**src/rtl/mem_arbiter_pkg.sv**
```systemverilog
// Shared CPU package: ALU opcodes plus the memory-arbiter state and grant types.
package mem_arbiter_pkg;

  typedef enum logic [3:0] {
    ALU_ADD = 4'h0,
    ALU_SUB = 4'h1,
    ALU_AND = 4'h2,
    ALU_OR  = 4'h3,
    ALU_XOR = 4'h4,
    ALU_SLT = 4'h5,
    ALU_SLL = 4'h6,
    ALU_SRL = 4'h7
  } alu_op_e;

  typedef enum logic [1:0] {
    ARB_IDLE    = 2'd0,
    ARB_DM_BUSY = 2'd1,
    ARB_IF_BUSY = 2'd2
  } arb_state_e;

  typedef enum logic [1:0] {
    GRANT_NONE = 2'd0,
    GRANT_DM   = 2'd1,
    GRANT_IF   = 2'd2
  } grant_e;

  // Consecutive DM grants (with a fetch waiting) before the fetch is forced through.
  localparam logic [1:0] STARVE_LIMIT = 2'd2;
  localparam int WAIT_W = 4;

endpackage

```
**src/rtl/mem_arb_timer.sv**
```systemverilog
// Wait-state counter for the shared memory port; expire flags the busy cycle
// whose closing edge brings the count to MAX_WAIT.
module mem_arb_timer
  import mem_arbiter_pkg::*;
#(
  parameter int MAX_WAIT = 15
) (
  input  logic clk,
  input  logic reset,
  input  logic clear_i,
  input  logic enable_i,
  output logic expire_o
);

  localparam logic [WAIT_W-1:0] LAST = WAIT_W'(MAX_WAIT - 1);

  logic [WAIT_W-1:0] cnt_q, cnt_d;

  always_comb begin
    cnt_d = cnt_q;
    if (clear_i) begin
      cnt_d = '0;
    end else if (enable_i) begin
      cnt_d = cnt_q + 1'b1;
    end
  end

  always_ff @(posedge clk or negedge reset) begin
    if (!reset) begin
      cnt_q <= '0;
    end else begin
      cnt_q <= cnt_d;
    end
  end

  assign expire_o = enable_i && (cnt_q == LAST);

endmodule

```
**src/rtl/mem_arbiter.sv**
```systemverilog
// Arbitrates instruction-fetch and data-memory requests onto one memory port,
// one transaction at a time, with a wait-state timeout.
module mem_arbiter
  import mem_arbiter_pkg::*;
#(
  parameter int AW       = 32,
  parameter int DW       = 32,
  parameter int MAX_WAIT = 15
) (
  input  logic          clk,
  input  logic          reset,
  input  logic          if_req,
  input  logic [AW-1:0] if_addr,
  output logic          if_ack,
  output logic [DW-1:0] if_rdata,
  input  logic          dm_req,
  input  logic          dm_we,
  input  logic [AW-1:0] dm_addr,
  input  logic [DW-1:0] dm_wdata,
  output logic          dm_ack,
  output logic [DW-1:0] dm_rdata,
  output logic          mem_en,
  output logic          mem_we,
  output logic [AW-1:0] mem_addr,
  output logic [DW-1:0] mem_wdata,
  input  logic [DW-1:0] mem_rdata,
  input  logic          mem_ready,
  output logic          stall,
  output logic          err,
  output arb_state_e    dbg_state
);

  arb_state_e    state_q, state_d;
  grant_e        grant;
  logic          end_txn;
  logic          expire;
  logic          timer_en;
  logic          timer_clr;
  logic          if_elig, dm_elig;
  logic [1:0]    starve_q, starve_d;
  logic [AW-1:0] mem_addr_q, mem_addr_d;
  logic [DW-1:0] mem_wdata_q, mem_wdata_d;
  logic          mem_we_q, mem_we_d;
  logic          if_ack_q, if_ack_d;
  logic          dm_ack_q, dm_ack_d;
  logic          err_q, err_d;
  logic [DW-1:0] if_rdata_q, if_rdata_d;
  logic [DW-1:0] dm_rdata_q, dm_rdata_d;
  logic [DW-1:0] resp;

  // A requester still holding req during its own ack cycle is not re-served.
  assign if_elig = if_req && !if_ack_q;
  assign dm_elig = dm_req && !dm_ack_q;

  always_comb begin
    state_d = state_q;
    grant   = GRANT_NONE;
    end_txn = 1'b0;
    case (state_q)
      ARB_IDLE: begin
        if (dm_elig && !(if_elig && (starve_q >= STARVE_LIMIT))) begin
          grant   = GRANT_DM;
          state_d = ARB_DM_BUSY;
        end else if (if_elig) begin
          grant   = GRANT_IF;
          state_d = ARB_IF_BUSY;
        end
      end
      ARB_DM_BUSY, ARB_IF_BUSY: begin
        if (mem_ready || expire) begin
          end_txn = 1'b1;
          state_d = ARB_IDLE;
        end
      end
      default: state_d = ARB_IDLE;
    endcase
  end

  assign timer_en  = (state_q != ARB_IDLE) && !mem_ready;
  assign timer_clr = (grant != GRANT_NONE);

  mem_arb_timer #(
    .MAX_WAIT (MAX_WAIT)
  ) u_timer (
    .clk      (clk),
    .reset    (reset),
    .clear_i  (timer_clr),
    .enable_i (timer_en),
    .expire_o (expire)
  );

  // A timed-out transaction returns zero data.
  assign resp = mem_ready ? mem_rdata : '0;

  always_comb begin
    mem_addr_d  = mem_addr_q;
    mem_wdata_d = mem_wdata_q;
    mem_we_d    = mem_we_q;
    starve_d    = starve_q;
    if_ack_d    = 1'b0;
    dm_ack_d    = 1'b0;
    err_d       = 1'b0;
    if_rdata_d  = if_rdata_q;
    dm_rdata_d  = dm_rdata_q;
    case (grant)
      GRANT_DM: begin
        mem_addr_d  = dm_addr;
        mem_wdata_d = dm_wdata;
        mem_we_d    = dm_we;
        if (!if_req) begin
          starve_d = '0;
        end else if (starve_q < STARVE_LIMIT) begin
          starve_d = starve_q + 2'd1;
        end
      end
      GRANT_IF: begin
        mem_addr_d  = if_addr;
        mem_wdata_d = '0;
        mem_we_d    = 1'b0;
        starve_d    = '0;
      end
      default: ;
    endcase
    if (end_txn) begin
      mem_we_d = 1'b0;
      err_d    = !mem_ready;
      if (state_q == ARB_IF_BUSY) begin
        if_ack_d   = 1'b1;
        if_rdata_d = resp;
      end else begin
        dm_ack_d   = 1'b1;
        dm_rdata_d = mem_we_q ? '0 : resp;
      end
    end
  end

  always_ff @(posedge clk or negedge reset) begin
    if (!reset) begin
      state_q     <= ARB_IDLE;
      starve_q    <= '0;
      mem_addr_q  <= '0;
      mem_wdata_q <= '0;
      mem_we_q    <= 1'b0;
      if_ack_q    <= 1'b0;
      dm_ack_q    <= 1'b0;
      err_q       <= 1'b0;
      if_rdata_q  <= '0;
      dm_rdata_q  <= '0;
    end else begin
      state_q     <= state_d;
      starve_q    <= starve_d;
      mem_addr_q  <= mem_addr_d;
      mem_wdata_q <= mem_wdata_d;
      mem_we_q    <= mem_we_d;
      if_ack_q    <= if_ack_d;
      dm_ack_q    <= dm_ack_d;
      err_q       <= err_d;
      if_rdata_q  <= if_rdata_d;
      dm_rdata_q  <= dm_rdata_d;
    end
  end

  assign mem_en    = (state_q != ARB_IDLE);
  assign mem_we    = mem_we_q;
  assign mem_addr  = mem_addr_q;
  assign mem_wdata = mem_wdata_q;
  assign if_ack    = if_ack_q;
  assign dm_ack    = dm_ack_q;
  assign if_rdata  = if_rdata_q;
  assign dm_rdata  = dm_rdata_q;
  assign err       = err_q;
  assign dbg_state = state_q;
  assign stall     = (if_req && !if_ack_q) || (dm_req && !dm_ack_q);

endmodule
```
**config.mk**
```make
export PLATFORM = sky130hd
export DESIGN_NAME = mem_arbiter
export DESIGN_NICKNAME = d
export VERILOG_FILES = /design/src/rtl/mem_arbiter_pkg.sv /design/src/rtl/mem_arb_timer.sv /design/src/rtl/mem_arbiter.sv
export SDC_FILE = /design/constraint.sdc
export NUM_CORES = 1
export LEC_CHECK = 0
export ABC_AREA = 1
export CAP_MARGIN = 20
export CORE_ASPECT_RATIO = 0.8
export CORE_MARGIN = 8
export CORE_UTILIZATION = 25
export DETAILED_ROUTE_END_ITERATION = 12
export GPL_TIMING_DRIVEN = 0
export PLACE_DENSITY_LB_ADDON = 0.25
export SLEW_MARGIN = 10
export SYNTH_ARGS = -nofsm -noshare
export SYNTH_HDL_FRONTEND = slang
export SYNTH_SLANG_ARGS = --single-unit
export TNS_END_PERCENT = 30
```
**constraint.sdc**
```tcl
create_clock -name clk -period 2.15 [get_ports clk]
set_input_delay 0.5375 -clock clk [delete_from_list [all_inputs] [get_ports clk]]
set_output_delay 0.5375 -clock clk [all_outputs]
set_load 0.02 [all_outputs]
```
==> metrics.txt <==
gr ovfl total 0; Yosys top cell by area dfrtp_1; antenna viol nets, final 0; Final nets 1,197; HPWL after DPL around 19,000 um; initial DRC count between 300 and 400; clk buf depth 2; drt first pass iters 4; VDD IR max between 500 and 600 uV; Netlist cell types 20; CTS Hold Bufs 0; sequential area share after synthesis a little over half; core footprint about 25,000 um2; vias in the first global route ~6,400; Die Width 195 um; Buffers on Ports 269; std cell rows 52; Area growth, synth to finish 61.9%; # DRC 0; gr busiest metal met2; layout cell share with drive strength beyond 1 10.2%; Placer Congestion between 0.7 and 0.8; # IOs between 200 and 300; Skew-Pair Late Insertion Delay 0.42 ns; number of fill cells 2,525; Ys Warns 0; pin count of the biggest net entering global routing 86; Clock Skew around 0.010 ns; Net Count, Synth approximately 900; vias per cell 4.51; Max Freq ~480 MHz; CTS Sinks 140; die footprint 31,000 um2; Sequential Power Share 27.6%; max cap viols 0; clock share of power between 10% and 20%; global-route wire length before repair slightly below 40,000 um; Worst EP required ~2.5 ns; initial cell density of the core between 20 and 30%; Fin Setup TNS 0 ns; Mean Syn Cell Area ~8.4 um2; total CTS buffers 17; H-tree lvl count 4; Static Leakage between 0.004 and 0.005 uW; Sw Pwr slightly below 7000 uW; switching share of total power 41.8%; Root Buffer clkbuf_16; top cell type's share of synthesized area 54.7%; grt met1 use 21.1%; Clock Pin Slew Worst Setup and Hold Paths around 0.06 ns; Final Max Slew Viols 0; Max-slew headroom around 65%; met2 global-route usage 24.1%; DR WL/cell approximately 18 um; Synth area leaders dfrtp_1 (55%), nand2_1 (14%), nand4_1 (6.4%); Overall Power between 15,000 and 20,000 uW; Synth Register Bits 140; RSZ-0062 raised after global routing true; diode count 0; Routed Wire Length approximately 25,000 um; TritonCTS clock tree done; Vias about 6,300; Worst-Margin Slew ~0.52 ns; Final period util about 96%; Cells after DPL around 1,400; Period minus WS final between 2 and 2.5 ns; antenna violations before repair 0; Worst Setup End Kind flip-flop; post-layout util between 40 and 50%; Comb pwr share between 50% and 60%; final hold vios 0; worst-path maximum fanout 10; PD cells between 1500 and 2000 nW/um2; Startpoint Class input port; final setup fails 0; Post-DP Area around 9500 um2; area of the mapped netlist between 6000 and 7000 um2; WS Path Type input port to flip-flop; P_int 9620 uW; outcome finished clean; filler-free cell count of the finished design between 1,000 and 1,500; All-Layer GR Usage roughly 16%; Worst Hold Class input port to asynchronous set/reset pin; post-route design area ~10,000 um2; Die Ht 159 um; cells after synthesis 760; grt met3 use 6.82%; critical path arrival about 2.4 ns
-- cell usage in the layout, fill, tap and decap left out, types with 3 or more instances in the layout --
cell / netlist / layout
a31oi_1: 32 / 30
buf_2: 27 / 17
buf_4: 8 / 13
buf_6: 6 / 11
buf_8: 0 / 3
bufinv_16: 0 / 3
clkbuf_1: 18 / 12
clkbuf_16: 0 / 18
clkbuf_2: 0 / 3
clkbuf_4: 0 / 7
clkbuf_8: 0 / 3
clkdlybuf4s50_1: 0 / 265
dfrtp_1: 140 / 140
ha_1: 8 / 5
inv_1: 54 / 50
inv_2: 2 / 5
inv_6: 0 / 3
nand2_1: 244 / 242
nand3_1: 39 / 39
nand4_1: 65 / 65
nor2_1: 71 / 68
o21ai_0: 37 / 29
o21ai_1: 0 / 8
-- per-stage QoR --
| stage | hold slack, ns | setup slack [ns] |
|---|---|---|
| 6_report | 0.0140 | 0.0799 |
| 5_1_grt | 0.0451 | -0.0333 |
| 4_1_cts | 0.0355 | -0.0139 |
| 3_5_place_dp | 0.459 | -1.07 |
| 3_3_place_gp | 0.452 | -5.72 |
| 2_1_floorplan | 0.242 | 0.0179 |
-- Yosys cell counts, drive strengths merged --
| master | number |
|---|---|
| nand4 | 66 |
| nor2 | 71 |
| a31oi | 32 |
| inv | 56 |
| a21oi | 2 |
| o211ai | 1 |
| ha | 8 |
| nand3 | 41 |
| buf | 41 |
| o21ai | 37 |
| dfrtp | 140 |
| nor3 | 2 |
| clkbuf | 18 |
| nand2 | 245 |
-- layer usage --
layer	vias up	wire, um
met1	2939	11600
met3	19	2500
met4	0	229
li1	3077	-
met5	-	0
met2	240	10800
-- what timing repair did --
action,4_1_cts,5_1_grt
pin swaps,3,4
resized for setup,38,41
setup buffers,3,2
hold endpoints to repair,0,0
cloned,0,1
endpoints found under the setup margin,69,69
-- cells by family after synthesis --
family                   Yosys count  share of synthesized area (%)
AND/OR/NAND/NOR                  425                           29.0
flip-flops                       140                           54.7
buffers and inverters            115                           8.45
AO/OA/AOI/OAI                     72                           6.30
adder cells (fa/ha/maj)            8                           1.56
-- final cells by class --
class | instances | area, um2 | share of cell area [%]
plain buffers | 59 | 439 | 4.24
clock buffers | 22 | 474 | 4.58
clock inverters | 9 | 135 | 1.30
inverters | 56 | 215 | 2.08
multi-input cells | 505 | 2410 | 23.2
flip-flops and latches | 140 | 3500 | 33.8
well taps | 324 | 405 | 3.91
repair buffers | 276 | 2780 | 26.9
-- power groups by stage --
stage                     registers (uW)  clock network (uW)  logic (uW)
after floorplan                     5950                   0        3060
after global placement              4560                   0        8480
after detailed placement            4590                   0        8530
after CTS                           4570                3200        8790
after global routing                4730                3300        9660
final                               4560                3090        8860
-- worst paths after layout --
check / slack [ns] / to / depth (start not counted) / startpoint
max: 0.08 / mem_addr[28]$_DFFE_PN0P_ / 11 / dm_req
min: 0.01 / dm_rdata[18]$_DFFE_PN0P_ / 1 / reset
max reg2reg: 0.09 / mem_addr[28]$_DFFE_PN0P_ / 12 / starve_q[1]$_DFFE_PN0P_
min reg2reg: 0.47 / if_rdata[5]$_DFFE_PN0P_ / 2 / if_rdata[5]$_DFFE_PN0P_
max in group asynchronous: 1.30 / mem_addr[25]$_DFFE_PN0P_ / 2 / reset
min in group clk: 0.47 / if_rdata[5]$_DFFE_PN0P_ / 2 / if_rdata[5]$_DFFE_PN0P_
-- sequential cells by signal (all words and copies together) (netlist names), 2 cells and up --
name and flops:
dm_rdata 32, if_rdata 32, mem_wdata 32, starve_q 2, mem_addr 32, u_timer.cnt_q 4, dbg_state 2
-- critical path: stages --
cell and delay [ns]:
clkdlybuf4s50_1 0.45, inv_1 0.06, nor2_4 0.13, nand2_1 0.08, nor2_2 0.17, inv_2 0.08
ha_4 0.26, buf_8 0.14, buf_12 0.14, buf_6 0.14, a31oi_2 0.19
Note: power is estimated with default switching activity, not from simulation.
